<file path="src/rtl/imem_loader.sv">
// Instruction-memory loader: parses a length-prefixed byte stream into
// 32-bit little-endian words and holds the CPU in reset until loaded.
module imem_loader #(
  parameter int ADDR_WIDTH = 8
) (
  input  logic                  clock,
  input  logic                  reset,
  input  logic                  start,
  input  logic                  byte_valid,
  input  logic [7:0]            byte_data,
  output logic                  byte_ready,
  output logic                  mem_we,
  output logic [ADDR_WIDTH-1:0] mem_addr,
  output logic [31:0]           mem_wdata,
  output logic                  cpu_reset,
  output logic                  done,
  output logic                  error
);

  typedef enum logic [2:0] {
    IDLE,
    LEN_LO,
    LEN_HI,
    DATA,
    WRITE,
    DONE,
    ERR
  } state_t;

  localparam logic [16:0] CAP = 17'(1) << ADDR_WIDTH;

  state_t                state;
  state_t                next;
  logic [15:0]           n;
  logic [ADDR_WIDTH-1:0] idx;
  logic [1:0]            bcnt;
  logic [31:0]           word;

  logic [15:0] len;
  logic        last;

  assign len  = {byte_data, n[7:0]};
  assign last = (16'(idx) == n - 16'd1);

  always_ff @(posedge clock or posedge reset) begin
    if (reset) state <= IDLE;
    else       state <= next;
  end

  always_comb begin
    next       = state;
    byte_ready = 1'b0;
    mem_we     = 1'b0;
    mem_addr   = '0;
    mem_wdata  = '0;
    cpu_reset  = 1'b1;
    done       = 1'b0;
    error      = 1'b0;
    unique case (state)
      IDLE: begin
        if (start) next = LEN_LO;
      end
      LEN_LO: begin
        byte_ready = 1'b1;
        if (byte_valid) next = LEN_HI;
      end
      LEN_HI: begin
        byte_ready = 1'b1;
        if (byte_valid) begin
          if (len == 16'd0)             next = DONE;
          else if ({1'b0, len} > CAP)   next = ERR;
          else                          next = DATA;
        end
      end
      DATA: begin
        byte_ready = 1'b1;
        if (byte_valid && bcnt == 2'd3) next = WRITE;
      end
      WRITE: begin
        mem_we    = 1'b1;
        mem_addr  = idx;
        mem_wdata = word;
        next      = last ? DONE : DATA;
      end
      DONE: begin
        cpu_reset = 1'b0;
        done      = 1'b1;
        if (start) next = LEN_LO;
      end
      ERR: begin
        error = 1'b1;
        if (start) next = LEN_LO;
      end
      default: next = IDLE;
    endcase
  end

  // Bytes shift in from the top so the first byte lands in [7:0]
  always_ff @(posedge clock or posedge reset) begin
    if (reset) begin
      n    <= '0;
      idx  <= '0;
      bcnt <= '0;
      word <= '0;
    end else begin
      unique case (state)
        LEN_LO: if (byte_valid) n[7:0] <= byte_data;
        LEN_HI: begin
          if (byte_valid) begin
            n[15:8] <= byte_data;
            idx     <= '0;
            bcnt    <= '0;
          end
        end
        DATA: begin
          if (byte_valid) begin
            word <= {byte_data, word[31:8]};
            bcnt <= bcnt + 2'd1;
          end
        end
        WRITE: begin
          if (!last) begin
            idx  <= idx + 1'b1;
            bcnt <= '0;
          end
        end
        default: ;
      endcase
    end
  end

endmodule
</file>
<file path="config.mk">
export PLATFORM = sky130hd
export DESIGN_NAME = imem_loader
export DESIGN_NICKNAME = d
export VERILOG_FILES = /design/src/rtl/imem_loader.sv
export SDC_FILE = /design/constraint.sdc
export NUM_CORES = 1
export LEC_CHECK = 0
export CAP_MARGIN = 25
export CORE_MARGIN = 1
export CORE_UTILIZATION = 45
export CTS_CLUSTER_SIZE = 8
export DETAILED_ROUTE_END_ITERATION = 10
export GPL_TIMING_DRIVEN = 0
export PLACE_DENSITY = 0.7
export SLEW_MARGIN = 20
export SYNTH_ARGS = -nofsm -noshare
export SYNTH_HDL_FRONTEND = slang
export SYNTH_SLANG_ARGS = --single-unit
</file>
<file path="constraint.sdc">
create_clock -name clock -period 3.4 [get_ports clock]
set_input_delay 0.68 -clock clock [delete_from_list [all_inputs] [get_ports clock]]
set_output_delay 0.68 -clock clock [all_outputs]
set_load 0.01 [all_outputs]
</file>
Yosys cells after proc, flatten, opt, wreduce, memory -nomap -nowiden

Cells that the tools add are included.

Memories kept: 0
Output and inout bits: 45
Input bits: 12
Latch bits: 0
Bits in writable memories: 0
Word-level logic and storage cells: 59
Register bits after elaboration: 61
ROM bits: 0

Shift-type cells: 0
Bitwise operators: 0
Reductions and logical operators: 13
Divide/modulo/power cells: 0
Muxes and demuxes: 22
$mul: 0
Equality and inequality tests: 14
$lt $le $gt $ge: 1
$add $sub $neg: 3

Operators with widths:

| cell                  | number |
|---|---|
| $mux 32               | 1 |
| $mux 8                | 3 |
| $mux 3                | 7 |
| $eq 8x16->1           | 1 |
| $gt 16x9->1 const B   | 1 |
| $logic_not 16->1      | 1 |
| $pmux 8 s2            | 1 |
| $sub 16x1->16 const B | 1 |
| $pmux 3 s5            | 1 |
| $ne 2x2->1 const B    | 5 |
| $eq 3x3->1 const B    | 3 |
| $add 8x1->8 const B   | 1 |
| $reduce_and 4->1      | 2 |
| $eq 3x2->1 const B    | 2 |
| $mux 2                | 3 |
| $pmux 2 s3            | 1 |
| $reduce_and 2->1      | 3 |
| $reduce_or 3->1       | 2 |
| $mux 1                | 5 |
| $eq 3x1->1 const B    | 1 |
| $logic_not 3->1       | 1 |
| $reduce_and 3->1      | 1 |
| $reduce_bool 3->1     | 1 |
| $add 2x1->2 const B   | 1 |
| other kinds (4)       | 4 |

Longest topological paths before layout

Word-level depth: 5
Gate-level depth with buffers: 11
Depth with buffers taken out: 9

Least setup slack after synthesis

No wires, ideal clock.

Path kind: reg2reg
Start: reg n[2]
End: reg idx[2]
Stages on the path, launching flop included: 10
Path slack: 0.660 ns
Data required time: 3.264 ns
Buffers on the path: 2
Arrival: 2.603 ns
Setup time: 0.136 ns
Cells stage by stage: dfrtp_1 buf_6 or4_1 or4b_1 buf_2 xnor2_2 a2111oi_2 o2111a_4 or3_1 a21oi_1

Longest elaborated chain between the ends: 4

Ends and longest elaborated chain:

| element                    | line | source |
|---|---|---|
| start: declaration         | 34   | `logic [15:0] n;` |
| start signal: assignment   | 107  | `LEN_LO: if (byte_valid) n[7:0] <= byte_data;` |
| $sub 16x1->16              | 43   | `assign last = (16'(idx) == n - 16'd1);` |
| $eq 8x16->1                | 43   |  |
| $ne 2x2->1 (no line)       | -    |  |
| $reduce_and 3->1 (no line) | -    |  |
| end signal: assignment     | 123  | `idx <= idx + 1'b1;` |
| end: declaration           | 35   | `logic [ADDR_WIDTH-1:0] idx;` |

Every way passes these cells.
A chain may end at the register's enable or synchronous reset.

Worst setup path after layout

Start: reg state[0]
End: out mem_wdata[17]

Longest elaborated chain between the ends: 2

Ends and longest elaborated chain:

| element                  | line | source |
|---|---|---|
| start: declaration       | 32   | `state_t state;` |
| start signal: assignment | 47   | `else state <= next;` |
| $eq 3x3->1               | 59   | `unique case (state)` |
| $mux 32                  | 59   |  |
| end: declaration         | 14   | `output logic [31:0] mem_wdata,` |

Every way passes these cells.

==> run metrics <==
most used cell, CP=clkbuf_1; Total Routing Usage GR=23.97%; vias in the first global route=2739; max-slew violations=0; setup bufs post-CTS=0; DR vias/cell=5.319; CP max-delay cell=clkdlybuf4s50_1; Pre-antenna DRT Iters=5; ys async rst share=100.0%; CP peak stage delay=530 ps; startpoint types=flop; H-tree depth=3; clk sinks=61; CTS Buf Count=9; die span in y=88.20 µm; post-cts repair resize count=1; Top Family by Delay on Critical Path=buffers and inverters; Critical Path End Type=output pin; Hold Worst Slack=466.6 ps; Yosys warning total=0; DRC viols=0; FF+latch area=1526 µm²; WL final=8.427 mm; Crit Path Max Fanout=10; remaining global-route overflow=0; Mapped Area=3343 µm²; CTS Buffer Depth=2; Clock Latency Late Sink=350 ps; hpwl dp=6.120 mm; Final ANT Viol Nets=0; flops & latches, synth=61; critical path arrival=2540 ps; core box area=7214 µm²; Area Overhead vs Synth=29.08%; antenna cell count=0; Die ar.=7778 µm²; Post-synth EDFFs=0; number of cells on the critical path=5; critical path type=reg -> out; Slew headroom=41.96%; status=finished clean; Post-CTS Hold Buffers=0; CTS tree=built; gpl congestion=0.9310; Top Ports=57; PwrDens=784.9 nW/µm²; library cells used by synthesis=55; final setup violation count=0; cell-by-cell trace of the critical path=clkbuf_1, nor3b_4, clkbuf_1, and2_1, clkdlybuf4s50_1; PortBufs=56; Routed wire per std cell=14.84 µm; first-pass GRT wire length=13.88 mm; Maximum Capacitance Violations=0; unrepaired setup endpoints after global routing=false; Max Clk Rate=310.4 MHz; Die X=88.20 µm; FF-to-FF setup slack=220 ps; syn_area_per_cell=8.442 µm²; Final Critical Period=3222 ps; initial antenna violation count=0; Worst Path Required=2720 ps; Multi-input gate area=1722 µm²; Leak Pwr=0.001972 µW; maximum vdd drop=0.0004772 V; Critical path buffers and inverters=3; Placed Area=4060 µm²; R2R depth=9; initial drt markers=209; capturing point of the worst reg2reg path=idx[0]; proportion of layout cells with a drive suffix above 1=7.676%; largest net degree at the start of global routing=40; RR Startpoint=n[2]; Critical path destination=mem_wdata[17]; cell area after layout=4315 µm²; final layout net count=479; Top FF cell, synth=dfrtp_1; FILL cells=650; vias after detailed routing=3021; Worst Tran Pin Value=862.6 ps; Max Clock Skew=5.572 ps; endpoints failing hold=0; ranking of synthesized cells by area=dfrtp_1 (46%), nand2_1 (15%), and2_1 (7.5%); clock slew at reported path FFs=70 ps; clk root buf=clkbuf_8; sequential share of the synthesized area=45.66%; period utilization=94.76%; post-synth net total=411; Initial Util=46.34%; crit path from=state[0]; worst hold-check path type=reg -> reg; Hold Crit Start=word[0]; area share of the largest cell type after synthesis=45.66%; cells after synthesis=396; Synth area leader=dfrtp_1; Core Rows=31
[sequential cells by signal, indices dropped and copies added (netlist names)]
| register | flops |
|---|---|
| n | 16 |
| bcnt | 2 |
| state | 3 |
| idx | 8 |
| word | 32 |
[cells by family (layout without fill, tap and decap cells)]
logic type | after synthesis | count (layout) | share of synthesized area (%)
AO/OA/AOI/OAI | 51 | 51 | 11.08
XOR/XNOR | 11 | 11 | 3.107
adder cells (fa/ha/maj) | 4 | 4 | 1.422
buffers and inverters | 27 | 100 | 3.331
flip-flops | 61 | 61 | 45.66
multiplexers | 8 | 8 | 2.620
AND/OR/NAND/NOR | 234 | 234 | 32.78
[worst min path at each step]
stage | to | slack, ps | cells past startpoint
floorplan | word[0] | 440 | 2
global placement | word[4] | 450 | 2
detailed placement | word[6] | 450 | 2
CTS | word[0] | 470 | 2
global route | word[4] | 500 | 2
finish | word[0] | 470 | 2
[tightest hold or removal path, delay by kind of cell, from the launching register on]
kind	cells	cell delay (ps)
and+or+nand+nor	2	100
DFF	1	340
[per-layer routing]
| layer | vias to the layer above | share of wire [%] | track usage (%) |
|---|---|---|---|
| li1 | 1480 | - | - |
| met1 | 1426 | 48 | 34.42 |
| met2 | 104 | 45 | 35.24 |
| met3 | 11 | 5.3 | 4.901 |
| met4 | 0 | 1.5 | 9.971 |
| met5 | - | 0 | 0 |
[cells in the final DEF (no fill, tap or decap), drive strengths merged, types with 8 or more instances in the layout]
master / instances
dfrtp: 61
clkbuf: 26
clkdlybuf4s50: 56
a21oi: 12
inv: 8
o21ai: 13
xnor2: 8
nand3: 8
and2: 40
nand2: 133
nor2: 13
[cell usage after synthesis, drive strengths merged, types with 2 or more instances]
cell / count
nand2b: 5
xor2: 3
dfrtp: 61
xnor2: 8
or3: 4
o211ai: 2
and2: 40
nor4: 4
o31ai: 2
ha: 3
o311a: 3
nand3: 8
clkbuf: 15
nand4: 5
inv: 7
nor3: 7
o21ai: 13
a21oi: 12
nor2: 13
buf: 4
a2bb2oi: 2
nor3b: 3
and3: 4
a2111oi: 2
or2: 2
mux2: 6
nand2: 133
mux2i: 2
[through the flow]
step	util [%]	setup slack, ps	setup TNS [ps]	total power (µW)	cells
after global routing	59.82	3.231	0	3641	568
after floorplan	-	660.5	0	2148	396
final	59.82	178.2	0	3387	568
after CTS	59.80	85.47	0	3388	568
after detailed placement	56.28	211.7	0	2567	552
after global placement	55.83	-114.1	-796.3	2512	551
[layout make-up]
cell class                      instances  area share [%]
Clock buffer                           11           3.276
Tap cell                               99           2.870
Inverter                                8          0.7538
Multi-Input combinational cell        308           39.90
Clock inverter                          5           2.464
Sequential cell                        61           35.37
Timing Repair Buffer                   57           13.45
Buffer                                 19           1.914
[report_power, final]
group	leakage [µW]	switching, µW	internal, µW
logic	0.00106	706	551
clock network	0.000120	300	510
registers	0.000787	305	1020
total	0.00197	1310	2080
(Power assumes the default switching activity.)
